==> src/rtl/envelope_config_scheduler.sv <==
// Envelope config-write scheduler: two requesters, round-robin arbitration, a small
// FIFO, and a one-hot write strobe held off while the head targets the live operator.
module envelope_config_scheduler #(
  parameter int OP_ID_WIDTH = 8,
  parameter int FIFO_DEPTH  = 4
) (
  input  logic                   i_Clock,
  input  logic                   i_Reset_n,
  input  logic                   i_HostValid,
  output logic                   o_HostReady,
  input  logic [2:0]             i_HostField,
  input  logic [OP_ID_WIDTH-1:0] i_HostAddr,
  input  logic [15:0]            i_HostData,
  input  logic                   i_LoadValid,
  output logic                   o_LoadReady,
  input  logic [2:0]             i_LoadField,
  input  logic [OP_ID_WIDTH-1:0] i_LoadAddr,
  input  logic [15:0]            i_LoadData,
  input  logic [OP_ID_WIDTH-1:0] i_VoiceOperator,
  input  logic                   i_ErrorClear,
  output logic [4:0]             o_EnvelopeConfigWriteEnable,
  output logic [OP_ID_WIDTH-1:0] o_ConfigWriteAddr,
  output logic [15:0]            o_ConfigWriteData,
  output logic                   o_Busy,
  output logic                   o_FieldError
);

  localparam int PW = (FIFO_DEPTH > 1) ? $clog2(FIFO_DEPTH) : 1;
  localparam int CW = $clog2(FIFO_DEPTH + 1);

  typedef struct packed {
    logic [2:0]             field;
    logic [OP_ID_WIDTH-1:0] addr;
    logic [15:0]            data;
  } entry_t;

  function automatic logic [PW-1:0] ptr_inc(input logic [PW-1:0] p);
    return (p == PW'(FIFO_DEPTH - 1)) ? '0 : p + 1'b1;
  endfunction

  logic [CW-1:0]          count_q, count_d;
  logic [PW-1:0]          wr_ptr_q, wr_ptr_d;
  logic [PW-1:0]          rd_ptr_q, rd_ptr_d;
  entry_t                 mem_q [FIFO_DEPTH];
  entry_t                 mem_d [FIFO_DEPTH];
  logic                   rr_q, rr_d;
  logic [4:0]             we_q, we_d;
  logic [OP_ID_WIDTH-1:0] addr_q, addr_d;
  logic [15:0]            data_q, data_d;
  logic                   err_q, err_d;

  logic   not_full, host_gnt, load_gnt, host_acc, load_acc, accept, field_ok, push, pop;
  entry_t req, head;

  // rr_q high means the host won last, so the loader takes the next tie.
  assign not_full = (count_q < CW'(FIFO_DEPTH));
  assign host_gnt = i_HostValid & (~i_LoadValid | ~rr_q);
  assign load_gnt = i_LoadValid & (~i_HostValid | rr_q);

  assign o_HostReady = i_Reset_n & not_full & host_gnt;
  assign o_LoadReady = i_Reset_n & not_full & load_gnt;

  assign host_acc = i_HostValid & o_HostReady;
  assign load_acc = i_LoadValid & o_LoadReady;
  assign accept   = host_acc | load_acc;

  always_comb begin
    req = '0;
    if (host_acc) req = '{field: i_HostField, addr: i_HostAddr, data: i_HostData};
    else          req = '{field: i_LoadField, addr: i_LoadAddr, data: i_LoadData};
  end

  assign field_ok = (req.field <= 3'd4);
  assign push     = accept & field_ok;
  assign head     = mem_q[rd_ptr_q];
  // Never pop into the operator currently being attenuated.
  assign pop      = (count_q != '0) & (head.addr != i_VoiceOperator);

  always_comb begin
    count_d  = count_q;
    wr_ptr_d = wr_ptr_q;
    rd_ptr_d = rd_ptr_q;
    rr_d     = rr_q;
    we_d     = '0;
    addr_d   = addr_q;
    data_d   = data_q;
    err_d    = err_q;
    for (int i = 0; i < FIFO_DEPTH; i++) mem_d[i] = mem_q[i];

    if (accept) rr_d = host_acc;

    if (push) begin
      mem_d[wr_ptr_q] = req;
      wr_ptr_d        = ptr_inc(wr_ptr_q);
    end

    if (pop) begin
      rd_ptr_d = ptr_inc(rd_ptr_q);
      we_d     = 5'b00001 << head.field;
      addr_d   = head.addr;
      data_d   = head.data;
    end

    case ({push, pop})
      2'b10:   count_d = count_q + 1'b1;
      2'b01:   count_d = count_q - 1'b1;
      default: count_d = count_q;
    endcase

    // Set wins over clear.
    if (accept && !field_ok) err_d = 1'b1;
    else if (i_ErrorClear)   err_d = 1'b0;
  end

  always_ff @(posedge i_Clock or negedge i_Reset_n) begin
    if (!i_Reset_n) begin
      count_q  <= '0;
      wr_ptr_q <= '0;
      rd_ptr_q <= '0;
      rr_q     <= 1'b0;
      we_q     <= '0;
      addr_q   <= '0;
      data_q   <= '0;
      err_q    <= 1'b0;
    end else begin
      count_q  <= count_d;
      wr_ptr_q <= wr_ptr_d;
      rd_ptr_q <= rd_ptr_d;
      rr_q     <= rr_d;
      we_q     <= we_d;
      addr_q   <= addr_d;
      data_q   <= data_d;
      err_q    <= err_d;
    end
  end

  // Storage needs no reset: count and pointers define what is valid.
  always_ff @(posedge i_Clock) begin
    for (int i = 0; i < FIFO_DEPTH; i++) mem_q[i] <= mem_d[i];
  end

  assign o_EnvelopeConfigWriteEnable = we_q;
  assign o_ConfigWriteAddr           = addr_q;
  assign o_ConfigWriteData           = data_q;
  assign o_FieldError                = err_q;
  assign o_Busy                      = (count_q != '0) | (we_q != '0);

endmodule

==> config.mk <==
export PLATFORM = sky130hd
export DESIGN_NAME = envelope_config_scheduler
export DESIGN_NICKNAME = d
export VERILOG_FILES = /design/src/rtl/envelope_config_scheduler.sv
export SDC_FILE = /design/constraint.sdc
export NUM_CORES = 1
export LEC_CHECK = 0
export BUFFER_PORTS_ARGS = -buffer_cell sky130_fd_sc_hd__buf_4
export CORE_UTILIZATION = 28
export CTS_CLUSTER_SIZE = 14
export DETAILED_ROUTE_END_ITERATION = 7
export PLACE_DENSITY = 0.51
export SLEW_MARGIN = 20
export SYNTH_ARGS = -nofsm -noshare
export SYNTH_HDL_FRONTEND = slang
export SYNTH_SLANG_ARGS = --single-unit
export TNS_END_PERCENT = 50
==> constraint.sdc <==
create_clock -name i_Clock -period 7.8 [get_ports i_Clock]
set_clock_uncertainty 0.1 [all_clocks]
set_input_delay 1.56 -clock i_Clock [delete_from_list [all_inputs] [get_ports i_Clock]]
set_output_delay 1.56 -clock i_Clock [all_outputs]
set_load 0.01 [all_outputs]
==> results of run 1 <==
[worst max-delay path, cell delays in order]
cell and delay (ns):
buf_4 0.42, nand3b_1 0.16, a21o_1 0.20, inv_2 0.40
buf_4 0.22
[cell usage in the layout (no fill, tap or decap), drive strengths merged]
| master | count |
|---|---|
| a21o | 1 |
| a21oi | 1 |
| and2 | 4 |
| buf | 102 |
| bufinv | 2 |
| clkbuf | 21 |
| clkinv | 8 |
| clkinvlp | 1 |
| dfrtp | 38 |
| edfxtp | 108 |
| fa | 1 |
| ha | 6 |
| inv | 10 |
| mux2 | 32 |
| mux4 | 27 |
| nand2 | 76 |
| nand3b | 1 |
| nand4 | 2 |
| nor2 | 3 |
| nor2b | 1 |
| nor3 | 1 |
| nor4 | 1 |
| nor4b | 3 |
| o211a | 1 |
| o21ai | 6 |
| o22ai | 1 |
| or3 | 2 |
| or4 | 1 |
| xnor2 | 9 |
| xor2 | 2 |
[Yosys cell counts (all sizes together)]
| library cell | n | area (sq um) |
|---|---|---|
| mux2 | 32 | 360.4 |
| nor2b | 1 | 6.260 |
| nor2 | 3 | 11.26 |
| edfxtp | 108 | 3243 |
| buf | 6 | 51.30 |
| mux4 | 27 | 608.1 |
| inv | 10 | 37.53 |
| nand3b | 1 | 7.510 |
| xnor2 | 9 | 78.83 |
| nor4b | 3 | 26.28 |
| dfrtp | 38 | 950.9 |
| ha | 6 | 75.07 |
| xor2 | 2 | 17.52 |
| or4 | 1 | 7.510 |
| a21o | 1 | 7.510 |
| a21oi | 1 | 5.000 |
| nand2 | 76 | 285.3 |
| or3 | 2 | 12.51 |
| nor4 | 1 | 6.260 |
| nand4 | 2 | 12.51 |
| and2 | 4 | 25.02 |
| o211a | 1 | 10.01 |
| clkbuf | 8 | 30.03 |
| nor3 | 1 | 5.000 |
| fa | 1 | 20.02 |
| o22ai | 1 | 6.260 |
| o21ai | 6 | 33.78 |
[stage by stage]
step             util  hold WS (ns)  std cells  cell area [sq um]
2_1_floorplan       -        0.3612        352               5941
6_report       0.3676        0.3904        742               7535
5_1_grt        0.3676        0.4126        742               7535
4_1_cts        0.3675        0.3977        742               7532
3_5_place_dp   0.3404        0.3845        710               6977
3_3_place_gp   0.3404        0.3787        710               6977
[layout make-up]
type	instances	area, sq um
Sequential cell	146	4198
Inverter	10	37.54
Fill cell	1959	12960
Multi-Input combinational cell	182	1640
Clock inverter	11	115.1
Tap cell	270	337.8
Clock buffer	21	440.4
Timing Repair Buffer	102	765.7
[cell families after synthesis]
| kind of cell | count (synthesis) | synth area share |
|---|---|---|
| xor+xnor | 11 | 0.01622 |
| compound gates | 10 | 0.01053 |
| buf+inv | 24 | 0.02001 |
| simple gates | 95 | 0.06824 |
| flops | 146 | 0.7060 |
| fa+ha+maj | 7 | 0.01601 |
| mux | 59 | 0.1630 |
[power by group through the flow]
stage	Clock, uW	Sequential [uW]	Combinational (uW)
final	767	1140	737
after global routing	811	1170	814
after CTS	780	1140	761
after detailed placement	0	1160	759
after global placement	0	1160	741
after floorplan	0	1110	501
[final timing paths]
| check | endpoint | slack (ns) | depth (start not counted) |
|---|---|---|---|
| max | o_HostReady | 3.14 | 5 |
| min | o_ConfigWriteAddr[1] | 0.39 | 1 |
| max reg2reg | count_q[1] | 4.45 | 9 |
| min reg2reg | o_ConfigWriteAddr[1] | 0.39 | 1 |
| max in group asynchronous | rd_ptr_q[0] | 6.14 | 1 |
| min in group asynchronous | o_EnvelopeConfigWriteEnable[4] | 1.02 | 1 |
[state kept, by name, summed over array words and instances (netlist names)]
signal                       flops
rr_q                             1
o_FieldError                     1
rd_ptr_q                         2
mem_q                          108
o_EnvelopeConfigWriteEnable      5
wr_ptr_q                         2
o_ConfigWriteData               16
count_q                          3
o_ConfigWriteAddr                8
[metal layers]
metal / share of wire / wire (um) / up-vias / track usage
met4: 0.013 / 157 / 0 / 0.05103
li1: - / - / 1524 / -
met1: 0.46 / 5695 / 1609 / 0.1585
met2: 0.48 / 5928 / 79 / 0.1948
met3: 0.044 / 542 / 10 / 0.03179
met5: 0 / 0 / - / 0
==> flow_metrics.env, run 1 <==
export IMPL_rsz0062_at_grt="false"
export IMPL_grt_overflow=0
export IMPL_drt_pass1_iter_count=4
export IMPL_p_int_uw=1876
export IMPL_ys_warn_count=0
export IMPL_grt_pass1_vias=3460
export IMPL_power_density_nw_per_um2=350.5
export IMPL_synth_seq_cells=146
export IMPL_p_leak_uw=0.002895
export IMPL_via_per_inst=4.342
export IMPL_synthCells=352
export IMPL_grt_usage=0.1224
export IMPL_ios=100
export IMPL_swShare=0.2899
export IMPL_numCtsBuffers=17
export IMPL_end_kind="output port"
export IMPL_grt_pass1_wl_um=19570
export IMPL_layout_setup_ws_ns=3.140
export IMPL_antenna_found_initial=0
export IMPL_drt_iter0_markers=128
export IMPL_finalHoldViolations=0
export IMPL_combPwrFrac=0.279
export IMPL_critPathLaunch="i_Reset_n"
export IMPL_clkPwrFrac=0.290
export IMPL_tns_ns=0
export IMPL_cts_resized=0
export IMPL_worstHoldStart="o_ConfigWriteAddr[1]"
export IMPL_die_x_um=147.7
export IMPL_vdd_drop_max_mv=0.1337
export IMPL_critPathKind="in2out"
export IMPL_max_freq_mhz=214.6
export IMPL_dp_slack_ns=3.042
export IMPL_setup_viol=0
export IMPL_power_switching_uw=765.6
export IMPL_relSlewSlack=0.4858
export IMPL_drv_slew=0
export IMPL_post_synth_cell_area_avg_sq_um=16.88
export IMPL_drive_gt1_frac=0.3644
export IMPL_finalNetCount=533
export IMPL_finalCritPeriodShare=0.5974
export IMPL_place_hpwl_um=8007
export IMPL_tightest_slew_ns=0.7712
export IMPL_min_path_type="reg2reg"
export IMPL_cp_data_arrival_time_ns=3.00
export IMPL_start_kind="input pin"
export IMPL_clk_path_buf_depth=2
export IMPL_area_growth_pct=26.83
export IMPL_cap_violations=0
export IMPL_post_cts_repair_setup_buffers=0
export IMPL_htree_levels=4
export IMPL_place_gp_congestion=0.7115
export IMPL_rows=52
export IMPL_io_buffer_count=99
export IMPL_seq_area_frac_synth=0.7060
export IMPL_vias=3222
export IMPL_die_h_um=147.7
export IMPL_start_util=0.2899
export IMPL_cts_clk_slew_worst_paths_ns=0.06
export IMPL_die_area_sq_um=21800
export IMPL_wl_per_cell_um=16.61
export IMPL_grt_max_degree=41
export IMPL_ctsHoldBuffers=0
export IMPL_cts_root_buffer="clkbuf_16"
export IMPL_status="finished clean"
export IMPL_antenna_left=0
export IMPL_drc=0
export IMPL_seqPwrFrac=0.430
export IMPL_syn_nets=426
export IMPL_core_area_sq_um=20490
export IMPL_rr_startpoint="rd_ptr_q[0]"
export IMPL_clk_latency_ns=0.41
export IMPL_netlist_area_sq_um=5941
export IMPL_cp_required_ns=6.14
export IMPL_wirelength_um=12320
export IMPL_cts_sinks=146
export IMPL_synth_distinct_cells=32
export IMPL_antenna_cells=0
export IMPL_crit_path_max_fanout=40
export IMPL_layout_min_cycle_time_ns=4.660
export IMPL_cts_tree="built"
export IMPL_p_total_uw=2641
Note: power is estimated with default switching activity, not from simulation.
==> inputs of run 2 (changes only) <==
- clock period: 7.8 -> 4.53 ns (I/O delays scaled with it)
==> run 2 against run 1 <==
Against the previous run:
- wire length is 3.3% higher
- combinational power up 79%
- via count grew 2.3%
- clock power rose by 83%
- final cell count rose by 0.27%
- cell area grew 0.61%
- first-iteration DRC count is 30% higher
- sequential cell count stayed put
- critical path depth rose by 1
==> flow_metrics.env, run 2 (synthesis gave the netlist of run 1 again) <==
export IMPL_status="finished clean"
export IMPL_place_gp_congestion=0.7263
export IMPL_cts_resized=0
export IMPL_drv_slew=0
export IMPL_critPathKind="in2out"
export IMPL_drc=0
export IMPL_dp_cells=712
export IMPL_fin_area_sq_um=7581
export IMPL_setup_viol=0
export IMPL_seqPwrFrac=0.415
export IMPL_vdd_drop_max_mv=0.2881
export IMPL_p_int_uw=3309
export IMPL_min_path_type="reg2reg"
export IMPL_place_hpwl_um=8286
export IMPL_rsz0062_at_grt="false"
export IMPL_cp_data_arrival_time_ns=2.14
export IMPL_cp_required_ns=3.52
export IMPL_ios=100
export IMPL_layout_common_cells="108 x edfxtp_1, 104 x buf_4, 76 x nand2_1"
export IMPL_finalHoldViolations=0
export IMPL_swShare=0.2863
export IMPL_grt_max_degree=40
export IMPL_top_register="mem_q"
export IMPL_post_cts_repair_setup_buffers=0
export IMPL_clk_path_buf_depth=2
export IMPL_wl_per_cell_um=17.12
export IMPL_grt_pass1_wl_um=20020
export IMPL_antenna_left=0
export IMPL_io_buffer_count=99
export IMPL_ctsHoldBuffers=0
export IMPL_drt_iter0_markers=166
export IMPL_start_kind="input pin"
export IMPL_die_h_um=147.7
export IMPL_cts_root_buffer="clkbuf_16"
export IMPL_fin_cells=744
export IMPL_antenna_found_initial=0
export IMPL_antenna_cells=0
export IMPL_place_area_sq_um=6992
export IMPL_p_leak_uw=0.002918
export IMPL_drive_gt1_frac=0.3671
export IMPL_drt_pass1_iter_count=4
export IMPL_numCtsBuffers=17
export IMPL_die_area_sq_um=21800
export IMPL_die_x_um=147.7
export IMPL_cap_violations=0
export IMPL_max_freq_mhz=318.1
export IMPL_end_kind="output port"
export IMPL_via_per_inst=4.430
export IMPL_fin_hold_ws_ns=0.3883
export IMPL_core_area_sq_um=20490
export IMPL_power_switching_uw=1327
export IMPL_cts_tree="built"
export IMPL_relSlewSlack=0.4594
export IMPL_finalCritPeriodShare=0.6939
export IMPL_largest_reg_flops=108
export IMPL_clkPwrFrac=0.302
export IMPL_wirelength_um=12740
export IMPL_grt_usage=0.1260
export IMPL_cts_clk_slew_worst_paths_ns=0.05
export IMPL_vias=3296
export IMPL_utilization=0.3699
export IMPL_crit_path_max_fanout=39
export IMPL_cts_sinks=146
export IMPL_area_growth_pct=27.61
export IMPL_tns_ns=0
export IMPL_clk_latency_ns=0.42
export IMPL_rows=52
export IMPL_mostFrequentLayoutCell="edfxtp_1"
export IMPL_grt_overflow=0
export IMPL_power_density_nw_per_um2=611.6
export IMPL_grt_pass1_vias=3516
export IMPL_start_util=0.2899
export IMPL_htree_levels=4
export IMPL_combPwrFrac=0.284
export IMPL_tightest_slew_ns=0.8110
export IMPL_layout_min_cycle_time_ns=3.144
export IMPL_finalNetCount=535
==> run 2: changes by cell type in the layout (fill, tap and decap cells not counted) <==
cell       previous run  this run
clkinv_2              6         4
inv_6                 0         1
buf_4               102       104
clkbuf_8              0         1
clkinv_4              2         1
bufinv_16             2         3
dfrtp_2               0         1
dfrtp_4               1         0
==> run 2: layer usage <==
| metal | up-vias | track usage | wire (um) |
|---|---|---|---|
| met3 | 16 | 0.03457 | 551 |
| met1 | 1663 | 0.1579 | 5758 |
| met5 | - | 0 | 0 |
| li1 | 1537 | - | - |
| met4 | 0 | 0.05103 | 183 |
| met2 | 80 | 0.2061 | 6241 |
==> run 2: cell type report <==
cell class              count  area, sq um
clock buffers              22        454.2
fillers                  1954        12910
inverters                  10        37.54
clock inverters            10        135.1
multi-input cells         182         1640
well taps                 270        337.8
flip-flops and latches    146         4195
repair buffers            104        780.7
==> run 2: path summary, 6_finish.rpt <==
kind,start,endpoint,slack [ns],depth (start not counted)
worst min-delay path,count_q[0],count_q[0],0.39,1
worst max-delay path,i_Reset_n,o_LoadReady,1.39,6
min in group asynchronous,i_Reset_n,o_ConfigWriteAddr[3],0.49,2
worst max register to register,rd_ptr_q[1],count_q[2],1.55,11
worst min register to register,count_q[0],count_q[0],0.39,1
max in group asynchronous,i_Reset_n,rd_ptr_q[0],3.41,2
==> run 2: power by group through the flow <==
stage          combinational (uW)  clock, uW  sequential (uW)
2_1_floorplan                 863          0             1920
5_1_grt                      1460       1490             1960
4_1_cts                      1360       1430             1930
3_3_place_gp                 1320          0             1950
3_5_place_dp                 1360          0             1960
6_report                     1320       1400             1920
==> run 2: per-stage QoR <==
| stage | setup slack (ns) | power (uW) |
|---|---|---|
| global placement | 1.237 | 3269 |
| CTS | 1.330 | 4725 |
| finish | 1.386 | 4637 |
| global route | 1.234 | 4911 |
| detailed placement | 1.156 | 3315 |
| floorplan | 1.728 | 2780 |
==> run 2: worst max-delay path: stages <==
cell	delay, ns
buf_4	0.09
buf_4	0.48
nor2b_1	0.29
nand2_1	0.10
a21oi_1	0.13
buf_4	0.14
==> inputs of run 3 (changes only) <==
- clock period: 4.53 -> 3 ns (I/O delays scaled with it)
==> run 3 against run 2 <==
Against the previous run:
- wire length shrank 2.1%
- core utilization rose by 0.74 points
- clock-buffer cell count rose by 1
- power up 54%
- combinational power is 55% higher
- sequential cell count unchanged
- critical path type is now reg2reg
- largest cell class unchanged
- highest routed layer unchanged
==> flow_metrics.env, run 3 (synthesis gave the netlist of run 1 again) <==
export IMPL_die_x_um=147.7
export IMPL_mostFrequentLayoutCell="buf_4"
export IMPL_largest_reg_flops=108
export IMPL_ios=100
export IMPL_core_area_sq_um=20490
export IMPL_relSlewSlack=0.6430
export IMPL_setup_viol=0
export IMPL_vdd_drop_max_mv=0.4147
export IMPL_status="finished clean"
export IMPL_htree_levels=4
export IMPL_cts_tree="built"
export IMPL_drv_slew=0
export IMPL_start_kind="flop"
export IMPL_rsz0062_at_grt="false"
export IMPL_post_cts_repair_setup_buffers=0
export IMPL_grt_usage=0.1216
export IMPL_nFillCells=1950
export IMPL_die_h_um=147.7
export IMPL_top_register="mem_q"
export IMPL_place_gp_congestion=0.6978
export IMPL_path_buf_inv=2
export IMPL_end_kind="flop"
export IMPL_clk_path_buf_depth=2
export IMPL_slowest_stage="dfrtp_4"
export IMPL_antenna_cells=0
export IMPL_cp_cell_sequence="mux4_2 -> xnor2_1 -> nand4_1 -> o21ai_4 -> inv_1 -> ha_1 -> inv_1 -> fa_1 -> xor2_1 -> nor2_1 -> xor2_1"
export IMPL_cts_sinks=146
export IMPL_critPathLaunch="rd_ptr_q[0]"
export IMPL_rr_startpoint="rd_ptr_q[0]"
export IMPL_max_freq_mhz=356.0
export IMPL_area_growth_pct=30.18
export IMPL_place_hpwl_um=8399
export IMPL_finalCritPeriodShare=0.9364
export IMPL_clk_latency_ns=0.41
export IMPL_wirelength_um=12470
export IMPL_drive_gt1_frac=0.3822
export IMPL_drc=0
export IMPL_cp_top_family="flip-flops"
export IMPL_wl_per_cell_um=16.54
export IMPL_grt_max_degree=39
export IMPL_cp_required_ns=3.23
export IMPL_layout_common_cells="112 x buf_4, 108 x edfxtp_1, 76 x nand2_1"
export IMPL_vias=3349
export IMPL_via_per_inst=4.442
export IMPL_fin_hold_ws_ns=0.1931
export IMPL_finalHoldViolations=0
export IMPL_drt_pass1_iter_count=4
export IMPL_finalNetCount=545
export IMPL_die_area_sq_um=21800
export IMPL_grt_pass1_vias=3495
export IMPL_critPathKind="reg2reg"
export IMPL_crit_path_max_fanout=12
export IMPL_antenna_found_initial=0
export IMPL_tns_ns=0
export IMPL_grt_overflow=0
export IMPL_io_buffer_count=99
export IMPL_min_path_type="in2async"
export IMPL_rows=52
export IMPL_layout_min_cycle_time_ns=2.809
export IMPL_antenna_left=0
export IMPL_cp_data_arrival_time_ns=3.04
export IMPL_power_density_nw_per_um2=925.5
export IMPL_grt_pass1_wl_um=19330
export IMPL_drt_iter0_markers=137
export IMPL_p_leak_uw=0.003005
export IMPL_start_util=0.2899
export IMPL_tightest_slew_ns=0.5356
export IMPL_cts_root_buffer="clkbuf_16"
export IMPL_numCtsBuffers=17
export IMPL_cts_clk_slew_worst_paths_ns=0.06
export IMPL_cap_violations=0
export IMPL_cpPeakStageDelay_ns=0.58
-- run 3: changes by cell type in the layout (fill, tap and decap cells not counted) --
| cell | delta |
|---|---|
| buf_4 | +8 |
| buf_12 | +2 |
| dfrtp_2 | -1 |
| clkbuf_8 | +3 |
| clkinv_2 | -2 |
| clkinv_1 | +1 |
| clkbuf_1 | -2 |
| clkinvlp_4 | -1 |
| dfrtp_4 | +1 |
| bufinv_16 | +1 |
-- run 3: where the power goes --
part / leakage (uW) / switching (uW) / internal [uW]
registers: 0.00143 / 256 / 2620
logic: 0.00126 / 968 / 1080
clock network: 0.000315 / 756 / 1480
-- run 3: final timing paths --
check	to	slack, ns	cells past startpoint
max in group asynchronous	rd_ptr_q[0]	2.19	2
hold / removal	o_EnvelopeConfigWriteEnable[0]	0.19	2
min in group i_Clock	o_FieldError	0.29	2
hold reg to reg	o_ConfigWriteAddr[4]	0.39	1
setup / recovery	count_q[2]	0.19	11
setup reg to reg	count_q[2]	0.19	11
-- run 3: routing by layer --
| metal | wire length (um) | vias to the layer above | GRT usage | part of all wire |
|---|---|---|---|---|
| li1 | - | 1546 | - | - |
| met1 | 5424 | 1704 | 0.1492 | 0.43 |
| met3 | 601 | 11 | 0.03117 | 0.048 |
| met5 | 0 | - | 0 | 0 |
| met4 | 136 | 0 | 0.04485 | 0.011 |
| met2 | 6307 | 88 | 0.2061 | 0.51 |
-- run 3: repair_timing --
item / 4_1_cts / 5_1_grt
endpoints found under the setup margin: 0 / 28
hold buffers: 0 / 0
gates resized for setup: 0 / 1
-- run 3: final cells by class --
class | instances | area [sq um] | area share
timing repair buffer | 114 | 880.8 | 0.1139
inverter | 10 | 37.54 | 0.004854
clock buffer | 23 | 488.0 | 0.06310
multi-input combinational | 182 | 1640 | 0.2121
clock inverter | 9 | 151.4 | 0.01958
tap | 270 | 337.8 | 0.04368
sequential | 146 | 4198 | 0.5428
-- run 3: stage by stage --
stage | cell area, sq um | std cells | power, uW | util | setup slack [ns]
finish | 7734 | 754 | 7157 | 0.3774 | 0.1908
global route | 7734 | 754 | 7543 | 0.3774 | 0.0003257
CTS | 7731 | 754 | 7290 | 0.3772 | 0.07210
detailed placement | 7092 | 722 | 5029 | 0.3460 | 0.08764
global placement | 7092 | 722 | 4974 | 0.3460 | 0.1550
floorplan | 5941 | 352 | 4198 | - | 0.1979
-- run 3: worst register-to-register path, stage by stage, from the launching register on --
cell     delay (ns)
dfrtp_4        0.58
mux4_2         0.59
xnor2_1        0.15
nand4_1        0.16
o21ai_4        0.07
inv_1          0.06
ha_1           0.17
inv_1          0.06
fa_1           0.38
xor2_1         0.15
nor2_1         0.11
xor2_1         0.16
